**src/rtl/core_dispatch_sequencer.sv**
```systemverilog
// core_dispatch_sequencer: turns a start request plus a per-core enable mask
// into one launch pulse per enabled core. It tracks per-core completion and
// enforces an optional run timeout. It then raises a stretched completion
// interrupt, and reports busy, timeout and last-run cycle count.
module core_dispatch_sequencer #(
    parameter int                CORE_NUM = 4,
    parameter int                CNT_W    = 16,
    parameter logic [CNT_W-1:0]  TIMEOUT  = {CNT_W{1'b1}},
    parameter int                IRQ_HOLD = 8
) (
    input  logic                clk,
    input  logic                rst_n,
    input  logic                start,
    input  logic [CORE_NUM-1:0] core_en,
    input  logic [CORE_NUM-1:0] core_done,
    output logic [CORE_NUM-1:0] core_start,
    output logic [CORE_NUM-1:0] core_run,
    output logic                busy,
    output logic                done_irq,
    output logic                timeout_flag,
    output logic [CNT_W-1:0]    run_cycles
);

    localparam int               HOLD_W     = $clog2(IRQ_HOLD + 1);
    localparam logic [HOLD_W-1:0] HOLD_LAST = HOLD_W'(IRQ_HOLD - 1);
    localparam logic [CNT_W-1:0] CNT_MAX    = {CNT_W{1'b1}};
    localparam logic [CNT_W-1:0] TIMEOUT_M1 = TIMEOUT - CNT_W'(1);

    typedef enum logic [1:0] {
        ST_IDLE   = 2'd0,
        ST_LAUNCH = 2'd1,
        ST_RUN    = 2'd2,
        ST_DONE   = 2'd3
    } state_t;

    state_t              state_q, state_d;
    logic                start_d_q, start_d_d;
    logic [CORE_NUM-1:0] active_mask_q, active_mask_d;
    logic [CORE_NUM-1:0] done_seen_q, done_seen_d;
    logic [CNT_W-1:0]    cnt_q, cnt_d;
    logic [HOLD_W-1:0]   hold_q, hold_d;
    logic [CORE_NUM-1:0] core_start_q, core_start_d;
    logic [CORE_NUM-1:0] core_run_q, core_run_d;
    logic                busy_q, busy_d;
    logic                done_irq_q, done_irq_d;
    logic                timeout_flag_q, timeout_flag_d;
    logic [CNT_W-1:0]    run_cycles_q, run_cycles_d;

    logic                launch_s;
    logic [CORE_NUM-1:0] done_eff_s;
    logic                all_done_s;
    logic [CNT_W-1:0]    cnt_inc_s;

    // Next-state and next-output computation for the whole sequencer.
    always_comb begin
        state_d        = state_q;
        start_d_d      = start;
        active_mask_d  = active_mask_q;
        done_seen_d    = done_seen_q;
        cnt_d          = cnt_q;
        hold_d         = hold_q;
        core_start_d   = {CORE_NUM{1'b0}};
        core_run_d     = core_run_q;
        busy_d         = busy_q;
        done_irq_d     = done_irq_q;
        timeout_flag_d = timeout_flag_q;
        run_cycles_d   = run_cycles_q;

        launch_s  = start & ~start_d_q;
        cnt_inc_s = (cnt_q == CNT_MAX) ? CNT_MAX : (cnt_q + CNT_W'(1));
        // The counter is zero only in the first RUN cycle (it saturates, never
        // wraps), which is the cycle the launch pulse is visible; done pulses
        // there or earlier belong to no run and are dropped.
        if (cnt_q != {CNT_W{1'b0}}) begin
            done_eff_s = core_done & active_mask_q;
        end else begin
            done_eff_s = {CORE_NUM{1'b0}};
        end
        all_done_s = ((done_seen_q | done_eff_s) == active_mask_q);

        case (state_q)
            ST_IDLE: begin
                if (launch_s) begin
                    active_mask_d  = core_en;
                    done_seen_d    = {CORE_NUM{1'b0}};
                    cnt_d          = {CNT_W{1'b0}};
                    hold_d         = {HOLD_W{1'b0}};
                    timeout_flag_d = 1'b0;
                    if (core_en == {CORE_NUM{1'b0}}) begin
                        state_d      = ST_DONE;
                        run_cycles_d = {CNT_W{1'b0}};
                        busy_d       = 1'b1;
                        done_irq_d   = 1'b1;
                    end else begin
                        state_d = ST_LAUNCH;
                    end
                end else begin
                    state_d = ST_IDLE;
                end
            end
            ST_LAUNCH: begin
                core_start_d = active_mask_q;
                core_run_d   = active_mask_q;
                busy_d       = 1'b1;
                state_d      = ST_RUN;
            end
            ST_RUN: begin
                done_seen_d = done_seen_q | done_eff_s;
                core_run_d  = core_run_q & ~done_eff_s;
                cnt_d       = cnt_inc_s;
                if (all_done_s) begin
                    state_d      = ST_DONE;
                    run_cycles_d = cnt_inc_s;
                    done_irq_d   = 1'b1;
                    hold_d       = {HOLD_W{1'b0}};
                end else if ((TIMEOUT != {CNT_W{1'b0}}) && (cnt_q == TIMEOUT_M1)) begin
                    state_d        = ST_DONE;
                    timeout_flag_d = 1'b1;
                    core_run_d     = {CORE_NUM{1'b0}};
                    run_cycles_d   = TIMEOUT;
                    done_irq_d     = 1'b1;
                    hold_d         = {HOLD_W{1'b0}};
                end else begin
                    state_d = ST_RUN;
                end
            end
            ST_DONE: begin
                if (hold_q == HOLD_LAST) begin
                    done_irq_d = 1'b0;
                    busy_d     = 1'b0;
                    state_d    = ST_IDLE;
                end else begin
                    hold_d = hold_q + HOLD_W'(1);
                end
            end
            default: begin
                state_d    = ST_IDLE;
                core_run_d = {CORE_NUM{1'b0}};
                busy_d     = 1'b0;
                done_irq_d = 1'b0;
            end
        endcase
    end

    // State and registered-output flops; reset aborts any run in progress.
    always_ff @(posedge clk or negedge rst_n) begin
        if (!rst_n) begin
            state_q        <= ST_IDLE;
            start_d_q      <= 1'b0;
            active_mask_q  <= {CORE_NUM{1'b0}};
            done_seen_q    <= {CORE_NUM{1'b0}};
            cnt_q          <= {CNT_W{1'b0}};
            hold_q         <= {HOLD_W{1'b0}};
            core_start_q   <= {CORE_NUM{1'b0}};
            core_run_q     <= {CORE_NUM{1'b0}};
            busy_q         <= 1'b0;
            done_irq_q     <= 1'b0;
            timeout_flag_q <= 1'b0;
            run_cycles_q   <= {CNT_W{1'b0}};
        end else begin
            state_q        <= state_d;
            start_d_q      <= start_d_d;
            active_mask_q  <= active_mask_d;
            done_seen_q    <= done_seen_d;
            cnt_q          <= cnt_d;
            hold_q         <= hold_d;
            core_start_q   <= core_start_d;
            core_run_q     <= core_run_d;
            busy_q         <= busy_d;
            done_irq_q     <= done_irq_d;
            timeout_flag_q <= timeout_flag_d;
            run_cycles_q   <= run_cycles_d;
        end
    end

    assign core_start   = core_start_q;
    assign core_run     = core_run_q;
    assign busy         = busy_q;
    assign done_irq     = done_irq_q;
    assign timeout_flag = timeout_flag_q;
    assign run_cycles   = run_cycles_q;

endmodule

```
**config.mk**
```make
export PLATFORM = sky130hd
export DESIGN_NAME = core_dispatch_sequencer
export DESIGN_NICKNAME = d
export VERILOG_FILES = /design/src/rtl/core_dispatch_sequencer.sv
export SDC_FILE = /design/constraint.sdc
export NUM_CORES = 1
export LEC_CHECK = 0
export BUFFER_PORTS_ARGS = -buffer_cell sky130_fd_sc_hd__buf_2
export CAP_MARGIN = 20
export CORE_UTILIZATION = 45
export CTS_CLUSTER_SIZE = 25
export DETAILED_ROUTE_END_ITERATION = 8
export PLACE_DENSITY = 0.74
export SYNTH_ARGS = -nofsm -noshare
export SYNTH_HDL_FRONTEND = slang
export SYNTH_SLANG_ARGS = --single-unit
export TNS_END_PERCENT = 100
```
**constraint.sdc**
```tcl
create_clock -name clk -period 5.8 [get_ports clk]
set_input_delay 0.87 -clock clk [delete_from_list [all_inputs] [get_ports clk]]
set_output_delay 0.87 -clock clk [all_outputs]
set_load 0.005 [all_outputs]
```
---- After elaboration in Yosys (flattened, before gate mapping) ----
Index checks and enable logic that the tools add are counted.
operators by class
  mux-type cells .......................... 35
  reduce and logical (&&, ||, !) cells .... 14
  equality and inequality tests ........... 14
  bitwise operators ....................... 6
  add/sub/neg operators ................... 2
operators with widths
  kind                   number
  $mux 16                6
  $pmux 16 s2            2
  $eq 16x16->1 const B   2
  $mux 4                 8
  $add 16x1->16 const B  1
  $pmux 4 s2             2
  $reduce_and 4->1       4
  $reduce_bool 16->1     1
  $ne 2x2->1 const B     6
  $pmux 4 s3             1
  $mux 1                 9
  $and 4x4->4            2
  $pmux 2 s4             1
  $mux 2                 3
  $pmux 1 s3             2
  $reduce_bool 3->1      2
  $reduce_and 5->1       1
  $add 4x1->4 const B    1
  $eq 2x2->1 const B     2
  $eq 4x3->1 const B     1
  $eq 4x4->1             1
  $logic_not 4->1        1
  $not 4->4              1
  $or 4x4->4             1
  other kinds (8)        10
storage, ports and cells
  bits in registers ....................... 58
  output and inout bits ................... 27
  input bits .............................. 11

---- Logic depth before layout (Yosys ltp) ----
Gate-level depths: netlist of run 1.
  word-level depth ........................ 7
  gate-level depth with buffers ........... 11

---- Least setup slack after synthesis of run 1 ----
OpenSTA, ideal clock, no wires.
  kind .................................... in2reg
  start point ............................. input port core_en[1]
  end point ............................... register run_cycles_q[10] (netlist: run_cycles[10])
  slack ................................... 3318 ps
  cell stages on the path ................. 5
  library setup time ...................... 79 ps
  required time ........................... 5721 ps
  arrival ................................. 2403 ps
  path buffers ............................ 1
  cell sequence ........................... or4_1 -> o22ai_1 -> a21boi_4 -> buf_6 -> a2bb2oi_1
on the way
  word-level cells in the longest chain between the ends .. 3
RTL lines
  element                            RTL line  source
  from (decl)                        14        input logic [CORE_NUM-1:0] core_en,
  $logic_not 4->1                    89        if (core_en == {CORE_NUM{1'b0}}) begin
  $ne 2x2->1 (no source line)        --
  $reduce_and 4->1 (no source line)  --
  to (signal assigned)               159       run_cycles_q <= {CNT_W{1'b0}};
  to (signal assigned)               172       run_cycles_q <= run_cycles_d;
  to (decl)                          47        logic [CNT_W-1:0] run_cycles_q, run_cycles_d;
Every way passes these cells.
A chain may end at the register's enable or synchronous reset.

---- Worst setup path in the final report of run 1 ----
  start point ............................. register cnt_q[0]
  end point ............................... register run_cycles_q[6] (netlist: run_cycles[6])
on the way
  word-level cells in the longest chain between the ends .. 6
  elaborated cells on any way between the ends .. 12
  those cells by class .................... add/sub: 1; eq/ne: 4; mux: 4; bitwise: 1; reduce/logical: 2
RTL lines
  element                                                                RTL line  source
  from (decl)                                                            40        logic [CNT_W-1:0] cnt_q, cnt_d;
  from (signal assigned)                                                 152       cnt_q <= {CNT_W{1'b0}};
  from (signal assigned)                                                 165       cnt_q <= cnt_d;
  parallel branches: the longest is 6 deep, another holds $add 16x1->16  --
Several ways; the timed one is not identified.

==> results of run 1 <==
-- per-stage QoR --
step / cells / util (%) / hold WS [ns] / setup slack, ns
CTS: 421 / 54.6 / 0.492 / 2.80
global placement: 405 / 50.7 / 0.467 / 2.91
floorplan: 307 / - / 0.471 / 3.32
detailed placement: 405 / 50.7 / 0.477 / 2.83
finish: 422 / 54.8 / 0.498 / 2.76
global route: 422 / 54.8 / 0.546 / 2.54
-- power breakdown --
part           switching, W  internal [W]  total, W
Combinational      0.000155      0.000145  0.000300
Clock              0.000157      0.000307  0.000464
Sequential        0.0000620      0.000480  0.000542
-- cell type report --
cell class                      count  area, um2
Clock buffer                       11        151
Multi-Input combinational cell    223       1540
Fill cell                         561       2950
Tap cell                           77       96.3
Inverter                            8       30.0
Sequential cell                    58       1450
Timing Repair Buffer               40        211
Clock inverter                      5        100
-- state kept, by name (all words and copies together) (netlist names), 2 cells and up --
signal / cells
active_mask_q: 4
cnt_q: 16
core_run: 4
core_start: 4
done_seen_q: 4
hold_q: 4
run_cycles: 16
state_q: 2
-- path summary, 6_finish.rpt --
check                      slack [ns]      from  cells past startpoint             end
max reg2reg                      2.76  cnt_q[0]                      8   run_cycles[6]
min in group asynchronous        0.66     rst_n                      2  run_cycles[12]
max in group asynchronous        4.64     rst_n                      2       cnt_q[10]
min reg2reg                      0.50      busy                      2            busy
min                              0.50      busy                      2            busy
max                              2.76  cnt_q[0]                      8   run_cycles[6]
-- cells in the final DEF (no fill, tap or decap), types with 4 or more instances in the layout --
master     instances
and2_1             5
nand3_1           10
o2bb2ai_1          4
inv_1              8
buf_2             37
nor4_1             5
nand2_1           27
xor2_1             6
a31oi_1           12
nor2b_1            6
dfrtp_1           58
a211o_1            4
nand2b_1           5
mux2_2             6
clkbuf_8          11
o21ai_0           21
nand4_1            7
a31o_2             4
a2bb2oi_1         16
nor2_1            12
ha_1              11
a21oi_1            7
and3_1             8
a22o_1            13
-- worst max-delay path: cells and delay by family, from the launching register on --
kind,cells,cell delay [ns]
flops,1,0.43
fa+ha+maj,1,0.20
buf+inv,1,0.09
compound gates,3,0.92
simple gates,3,1.32
-- logic make-up (layout without fill, tap and decap cells) --
logic type      after synthesis  after routing  share of synthesized area [%]
buf+inv                      26             64                           4.06
simple gates                 99             99                           17.1
xor+xnor                      9              9                           2.53
mux                           7              7                           2.49
flops                        58             58                           46.6
fa+ha+maj                    11             11                           4.42
compound gates               97             97                           22.8
-- synth_stat cells, drive strengths merged (3+ instances only) --
cell type and n:
a211o 4, a21oi 8, a22o 13, a2bb2oi 16, a31o 5, a31oi 12, a41oi 3, and2 6
and3 8, buf 9, clkbuf 9, dfrtp 58, ha 11, inv 8, mux2 6, nand2 27
nand2b 5, nand3 10, nand4 8, nor2 12, nor2b 6, nor4 5, o21ai 21, o2bb2ai 4
o31ai 3, or2 3, or4 3, xnor2 3, xor2 6
-- metal layers --
layer	share of wire, %	wire length, um
met5	0	0
met3	5.7	396
met1	48	3340
met2	45	3110
met4	2.0	137
==> impl_metrics.csv, run 1 <==
group,metric,value,unit
route,drt-total-wl,6.99,mm
grt,met2_usage,29.2,%
timing,worst_slew_pin_slew,0.977,ns
worst_setup_path,path_max_fanout,26,
synth,yosysUniqueCellTypes,46,
timing,max_freq,329,MHz
synth,ys_top_cells_by_area,"dfrtp_1 (47%), a2bb2oi_1 (4.5%), ha_1 (4.4%)",
die,die_h,85.2,um
min_path,hold_path.class,"reg -> reg",
place,place.gp.congestion,0.928,
route,ant_nets,0,
cells_and_area,drive_gt1_share,21.2,%
worst_setup_path,path_cells,"inv_1, ha_1, nor4b_2, nand4_2, a21oi_1, or4_1, a21boi_4, a2bb2oi_1",
cells_and_area,area_growth,14.9,%
cells_and_area,fin_area,3580,um2
timing,min_period_over_period,52.4,%
worst_setup_path,required,6.05,ns
timing,slew_headroom,34.9,%
grt,grt_pass1_vias,2314,
clock_network,cts_tree,"done",
timing,setup_viol,0,
synth,synth-seq-cells,58,
pwr,leakagePower,1.73,nW
synth,synthesis.nets,329,
clock_network,clock_latency,0.34,ns
timing,min_period,3.04,ns
pwr,p_per_area,365,nW/um2
timing,fin_skew,0.0111,ns
synth,async_reset_ff_share,100,%
worst_setup_path,path_class,"reg -> reg",
grt,grt_usage,20.9,%
clock_network,cts_made_buffers,9,
clock_network,htreeDepth,3,
timing,rsz0062_at_grt,"false",
worst_setup_path,cp-start-kind,"register",
route,viasPerCell,6.09,
worst_setup_path,end_kind,"register",
route,drt_iter0_drc,201,
die,pin_count,38,
grt,use_met1,31.1,%
timing,drv_slew,0,
route,vias,2568,
worst_setup_path,critical_path.max_stage_delay,0.94,ns
synth,syn_area,3110,um2
synth,synth_cells,307,
worst_setup_path,cp_slowest_cell,"or4_1",
clock_network,clkTransAtPathRegs,0.06,ns
synth,synth_top_cell_by_area,"dfrtp_1",
grt,grt-busiest-layer,"met1",
clock_network,cts-root-buf,"clkbuf_8",
status,status,"finished clean",
synth,yosysTopAreaCellShare,46.6,%
route,drtPass1Iterations,4,
synth,syn_avg_cell_area,10.1,um2
die,dieArea,7260,um2
cells_and_area,final_nets,362,
clock_network,cts_setup_buffers,0,
die,num_rows,29,
clock_network,clockBufferDepth,2,
synth,synth_edf_count,0,
worst_setup_path,cp.arrival,3.29,ns
place,hpwlAfterDp,4.64,mm
synth,ys_seq_area_share,46.6,%
route,drc,0,
clock_network,hold_buffers,0,
synth,synth_ff_type,"dfrtp_1",
die,core_area,6530,um2
die,die_w,85.2,um
pwr,power.total,0.00131,W
grt,grt_pass1_wl,11.7,mm
grt,grt_start_max_net_pins,59,
grt,gr-total-overflow,0,
route,avgRoutedWirePerCell,16.6,um
synth,yosysWarnings,0,
timing,fin_tns_setup,0,ns
grt,antenna_found_initial,0,
pwr,ir_drop,0.000236,V
clock_network,clkSinkCount,58,
grt,use_met3,3.99,%
timing,finalHoldViolations,0,
cells_and_area,diodes,0,
die,start_util,47.7,%
place,place_area,3310,um2
place,port_buffers,37,
clock_network,cts_resized,0,
flow_run,maxCapViolCount,0,
(Power assumes the default switching activity.)
==> run 2, diff against run 1 <==
--- a/config.mk
+++ b/config.mk
@@ -5,6 +5,7 @@
 export SDC_FILE = /design/constraint.sdc
 export NUM_CORES = 1
 export LEC_CHECK = 0
+export ABC_AREA = 1
 export BUFFER_PORTS_ARGS = -buffer_cell sky130_fd_sc_hd__buf_2
 export CAP_MARGIN = 20
 export CORE_UTILIZATION = 45
==> constraint.sdc (replaced) <==
create_clock -name clk -period 2.9 [get_ports clk]
set_input_delay 0.435 -clock clk [delete_from_list [all_inputs] [get_ports clk]]
set_output_delay 0.435 -clock clk [all_outputs]
set_load 0.005 [all_outputs]
==> run 2 against run 1 <==
- worst setup slack lost 2.1 ns
- register-to-register slack lost 2.1 ns
- die area grew 6.2%
- hold slack lost 0.41 ns
- cell area grew 7.4%
- clock power grew 100%
- critical path type unchanged
- largest power group unchanged
==> impl_metrics.csv, run 2 <==
group,metric,value,unit
worst_setup_path,critPathBufInv,1,
place,port_buffers,37,
synth,netlist_top_cells_count,"nand2_1 (110), dfrtp_1 (58), inv_1 (53)",
synth,ys_top_cells_by_area,"dfrtp_1 (44%), nand2_1 (12%), inv_1 (6.0%)",
cells_and_area,layout_common_cells,"nand2_1 (110), dfrtp_1 (58), inv_1 (53)",
worst_setup_path,path_cells,"inv_1, ha_1, nand2_1, nor2_1, nand2_2, nand2_1, nand2_2, nor2_4, nor2_4, nand2_4, nand3_4, nand2_4, nand2_1, o21ai_2",
timing,worst_slew_pin_slew,0.602,ns
synth,synth_edf_count,0,
synth,ys_seq_area_share,43.8,%
synth,synthesis.nets,444,
cells_and_area,final_common_cell,"nand2_1",
pwr,leakagePower,1.96,nW
worst_setup_path,cp_slowest_cell,"dfrtp_1",
timing,slew_headroom,59.8,%
synth,synth_ff_type,"dfrtp_1",
worst_setup_path,cp_common_cell,"nand2_1",
timing,fin_skew,0.00708,ns
cells_and_area,final_nets,486,
grt,grt_pass1_vias,2613,
worst_setup_path,end_kind,"register",
die,start_util,47.7,%
synth,yosysTopAreaCellShare,43.8,%
clock_network,cts-root-buf,"clkbuf_8",
worst_setup_path,critical_path.max_stage_delay,0.40,ns
synth,syn_area,3310,um2
clock_network,clkTransAtPathRegs,0.07,ns
die,die_h,87.8,um
worst_setup_path,required,3.17,ns
timing,setup_viol,0,
die,die_w,87.8,um
cells_and_area,drive_gt1_share,19.8,%
worst_setup_path,cp.arrival,2.54,ns
place,place.gp.congestion,0.851,
timing,min_period,2.26,ns
status,status,"finished clean",
worst_setup_path,cp_top_family,"simple AND/OR/NAND/NOR gates",
cells_and_area,layout.cells.non_filler,565,
place,post-place-cells,549,
clock_network,clock_latency,0.34,ns
worst_setup_path,path_class,"reg -> reg",
route,avgRoutedWirePerCell,12.7,um
route,drtPass1Iterations,5,
die,core_area,6940,um2
cells_and_area,diodes,0,
timing,max_freq,442,MHz
timing,drv_slew,0,
synth,yosysUniqueCellTypes,34,
grt,gr-total-overflow,0,
timing,final.setup.worst_slack,0.636,ns
route,drc,0,
clock_network,cts_setup_buffers,0,
flow_run,maxCapViolCount,0,
worst_setup_path,path_max_fanout,32,
worst_setup_path,regToRegSetupSlack,0.64,ns
route,drt_iter0_drc,188,
place,hpwlAfterDp,5.20,mm
timing,rsz0062_at_grt,"false",
route,vias,2853,
clock_network,hold_buffers,0,
synth,syn_avg_cell_area,7.85,um2
route,drt-total-wl,7.17,mm
grt,grt_start_max_net_pins,34,
clock_network,cts_tree,"done",
min_path,hold_path.class,"in -> async",
pwr,ir_drop,0.000382,V
timing,min_period_over_period,78.1,%
worst_setup_path,cp-start-kind,"register",
synth,synth-seq-cells,58,
grt,grt_usage,20.5,%
grt,antenna_found_initial,0,
synth,synth_cells,422,
cells_and_area,area_growth,16.0,%
clock_network,cts_made_buffers,9,
clock_network,htreeDepth,3,
die,num_rows,30,
clock_network,clockBufferDepth,2,
route,viasPerCell,5.05,
grt,grt_pass1_wl,12.0,mm
timing,fin_tns_setup,0,ns
clock_network,clkSinkCount,58,
pwr,p_per_area,686,nW/um2
clock_network,cts_resized,0,
place,pre_cts_ws,0.638,ns
synth,synth_top_cell_by_area,"dfrtp_1",
timing,finalHoldViolations,0,
synth,async_reset_ff_share,100,%
synth,yosysWarnings,0,
die,dieArea,7710,um2
synth,yosysMostFrequentCell,"nand2_1",
route,ant_nets,0,
die,pin_count,38,
[run 2: cell types whose count changed after synthesis, sizes merged, moves of 6 or more]
cell | previous run | this run
nand3 | 10 | 28
mux2 | 6 | 0
nor2b | 6 | 0
a22o | 13 | 2
nor2 | 12 | 41
inv | 8 | 55
and3 | 8 | 0
nand2 | 27 | 122
a31oi | 12 | 0
a2bb2oi | 16 | 0
and2 | 6 | 0
o21ai | 21 | 53
[run 2: path summary, 6_finish.rpt]
path | depth (start not counted) | end | from
max in group asynchronous | 2 | core_run[3] | rst_n
hold / removal | 1 | cnt_q[6] | rst_n
setup / recovery | 14 | run_cycles[7] | cnt_q[0]
setup reg to reg | 14 | run_cycles[7] | cnt_q[0]
hold reg to reg | 2 | done_irq | done_irq
min in group clk | 1 | start_d_q | start
[run 2: kinds of logic (layout without fill, tap and decap cells)]
family	after synthesis	in the layout	share of synthesized area, %
adder cells (fa/ha/maj)	11	11	4.16
flip-flops	58	58	43.8
AND/OR/NAND/NOR	207	207	28.1
buffers and inverters	64	111	8.12
AO/OA/AOI/OAI	78	78	14.7
XOR/XNOR	4	4	1.06
[run 2: layout make-up]
type                            instances  area [um2]
Clock buffer                           11         151
Inverter                               55         206
Multi-Input combinational cell        300        1590
Sequential cell                        58        1450
Clock inverter                          5         100
Tap cell                               96         120
Fill cell                             645        3100
Timing Repair Buffer                   40         220
[run 2: power by group]
part | internal [W] | switching [W]
registers | 0.000937 | 0.0000994
logic | 0.000253 | 0.000398
clock network | 0.000615 | 0.000333
total | 0.00180 | 0.000830
[run 2: routing by layer]
metal  GRT usage (%)  share of wire (%)  vias to the layer above
li1                -                  -                     1443
met1            27.0                 47                     1331
met2            31.5                 46                       68
met5               0                  0                        -
met4            7.60                1.4                        0
met3            6.79                5.8                       11
[run 2: per-stage QoR]
stage | area (um2) | hold WS (ns) | utilization [%] | total power [W]
2_1_floorplan | 3310 | 0.139 | - | 0.00148
3_3_place_gp | 3590 | 0.452 | 51.7 | 0.00168
3_5_place_dp | 3590 | 0.463 | 51.7 | 0.00170
4_1_cts | 3840 | 0.110 | 55.3 | 0.00265
5_1_grt | 3840 | 0.129 | 55.3 | 0.00281
6_report | 3840 | 0.0916 | 55.3 | 0.00263
==> run 3, diff against run 2 <==
--- a/config.mk
+++ b/config.mk
@@ -5,13 +5,13 @@
 export SDC_FILE = /design/constraint.sdc
 export NUM_CORES = 1
 export LEC_CHECK = 0
-export ABC_AREA = 1
+export ABC_AREA = 0
 export BUFFER_PORTS_ARGS = -buffer_cell sky130_fd_sc_hd__buf_2
 export CAP_MARGIN = 20
 export CORE_UTILIZATION = 45
 export CTS_CLUSTER_SIZE = 25
 export DETAILED_ROUTE_END_ITERATION = 8
-export PLACE_DENSITY = 0.74
+export PLACE_DENSITY = 0.77
 export SYNTH_ARGS = -nofsm -noshare
 export SYNTH_HDL_FRONTEND = slang
 export SYNTH_SLANG_ARGS = --single-unit
==> constraint.sdc (replaced) <==
create_clock -name clk -period 1.9 [get_ports clk]
set_input_delay 0.285 -clock clk [delete_from_list [all_inputs] [get_ports clk]]
set_output_delay 0.285 -clock clk [all_outputs]
set_load 0.005 [all_outputs]
==> run 3 against run 2 <==
- the run now ends with negative setup slack left
- cell area rose by 11%
- critical path type unchanged
- non-clock buffer count grew 61
- clock skew rose by 0.0047 ns
- die area down 5.8%
- fmax up 2.1%
- critical path depth decreased by 5
- flip-flop and latch count stayed put
- highest routed layer unchanged
- hold slack worse by 0.037 ns
- register-to-register slack got worse by 0.95 ns
- power increased by 57%
- first-iteration DRC count up 73%
- combinational power up 110%
==> impl_metrics.csv, run 3 (same netlist as run 1, synthesis figures left out) <==
group,metric,value,unit
die,die_w,85.2,um
route,avgRoutedWirePerCell,18.5,um
place,hpwlAfterDp,5.66,mm
clock_network,cts-root-buf,"clkbuf_8",
place,place.gp.congestion,0.939,
clock_network,clockBufferDepth,2,
timing,final.setup.worst_slack,-0.317,ns
route,viasPerCell,6.11,
grt,grt_usage,24.7,%
clock_network,clkTransAtPathRegs,0.06,ns
die,pin_count,38,
worst_setup_path,cp-start-kind,"register",
die,die_h,85.2,um
timing,min_period,2.22,ns
route,drt_iter0_drc,326,
route,vias,2947,
min_path,worstHoldPathCells,1,
status,violations,"negative setup slack",
worst_setup_path,r2r_cells,9,
timing,fin_skew,0.0118,ns
grt,grt_pass1_vias,2757,
status,status,"finished, violations left",
worst_setup_path,path_max_fanout,8,
min_path,hold_path.class,"in -> reg",
flow_run,maxCapViolCount,0,
die,start_util,47.7,%
die,core_area,6530,um2
cells_and_area,fin_util,65.1,%
place,port_buffers,37,
route,dr_wl_met2,4.36,mm
timing,finalHoldViolations,0,
die,dieArea,7260,um2
clock_network,cts_made_buffers,9,
timing,rsz0062_at_grt,"true",
timing,drv_slew,0,
timing,slew_headroom,64.4,%
die,num_rows,29,
place,place_area,3750,um2
worst_setup_path,end_kind,"register",
place,pre_cts_ws,-0.483,ns
worst_setup_path,path_class,"reg -> reg",
pwr,p_per_area,971,nW/um2
route,ant_nets,0,
pwr,pwr-share-comb,33.1,%
pwr,netSwitchingFraction,31.5,%
cells_and_area,fillers,480,
pwr,leakagePower,2.08,nW
pwr,p_seq_share,40.0,%
timing,min_period_over_period,117,%
timing,max_freq,451,MHz
clock_network,cts_tree,"done",
grt,gr-total-overflow,0,
timing,setup_viol,27,
route,drc,0,
grt,antenna_found_initial,0,
pwr,ir_drop,0.000755,V
worst_setup_path,required,2.12,ns
cells_and_area,drive_gt1_share,40.2,%
cells_and_area,final_nets,423,
cells_and_area,final_common_cell,"buf_4",
clock_network,clkSinkCount,58,
cells_and_area,fin_area,4250,um2
timing,worst_slew_pin_slew,0.534,ns
grt,grt_start_max_net_pins,38,
grt,grt_pass1_wl,13.7,mm
cells_and_area,area_growth,36.5,%
pwr,internal_power,0.00283,W
worst_setup_path,regToRegSetupSlack,-0.32,ns
clock_network,htreeDepth,3,
clock_network,clock_latency,0.35,ns
cells_and_area,layout_common_cells,"buf_4 (59), dfrtp_1 (58), buf_2 (37)",
timing,hold_ws,0.0547,ns
cells_and_area,diodes,0,
route,drt-total-wl,8.91,mm
pwr,power.total,0.00413,W
route,dr.max_layer_used,"met4",
route,wl_met1,3.76,mm
route,drtPass1Iterations,5,
pwr,p_switching,0.00130,W
pwr,p_clk_share,26.9,%
worst_setup_path,cp.arrival,2.44,ns
route,route.met3.wl,538,um
==> run 3: layout make-up <==
| cell class | count | area (um2) | share of cell area [%] |
|---|---|---|---|
| clock buffer | 12 | 145 | 3.41 |
| clock inverter | 3 | 40.0 | 0.942 |
| inverter | 8 | 30.0 | 0.707 |
| multi-input combinational | 223 | 1770 | 41.6 |
| sequential | 58 | 1450 | 34.1 |
| tap | 77 | 96.3 | 2.27 |
| timing repair buffer | 101 | 718 | 16.9 |
==> run 3: final timing paths <==
| path | from | end |
|---|---|---|
| worst max-delay path | cnt_q[1] | hold_q[1] |
| worst min register to register | done_irq | done_irq |
| worst max register to register | cnt_q[1] | hold_q[1] |
| min in group asynchronous | rst_n | run_cycles[13] |
| max in group asynchronous | rst_n | hold_q[2] |
| worst min-delay path | start | start_d_q |
==> run 3: critical path: stages, from the launching register on <==
cell and delay [ns]:
dfrtp_1 0.36, inv_2 0.06, ha_4 0.15, nor4b_4 0.13, nand4_4 0.10, a21oi_2 0.06
or4_4 0.55, buf_8 0.16, a31o_4 0.24, a211o_1 0.28
==> run 3: power groups by stage <==
stage	clock [W]	sequential, W	combinational, W
after floorplan	0	0.00165	0.000599
after global placement	0	0.00164	0.00111
after detailed placement	0	0.00164	0.00115
after CTS	0.00112	0.00163	0.00127
after global routing	0.00116	0.00168	0.00148
final	0.00111	0.00165	0.00137
==> run 3: stage by stage <==
| stage | TNS (ns) | cells |
|---|---|---|
| CTS | -6.55 | 479 |
| global placement | -9.05 | 460 |
| global route | -9.47 | 482 |
| detailed placement | -11.20 | 460 |
| finish | -7.07 | 482 |
| floorplan | -8.08 | 307 |
==> run 3: per-layer routing <==
metal / vias up / GRT usage (%)
met1: 1463 / 32.9
met2: 120 / 37.3
met4: 0 / 12.2
li1: 1338 / -
met5: - / 0
met3: 26 / 6.71
==> run 3: repair_timing <==
action | CTS | global route
setup endpoints to repair | 27 | 32
hold buffers | 1 | 0
hold endpoints to repair | 21 | 0
gates cloned | 0 | 1
setup buffers | 3 | 2
resized for setup | 20 | 20
pin swaps | 4 | 8
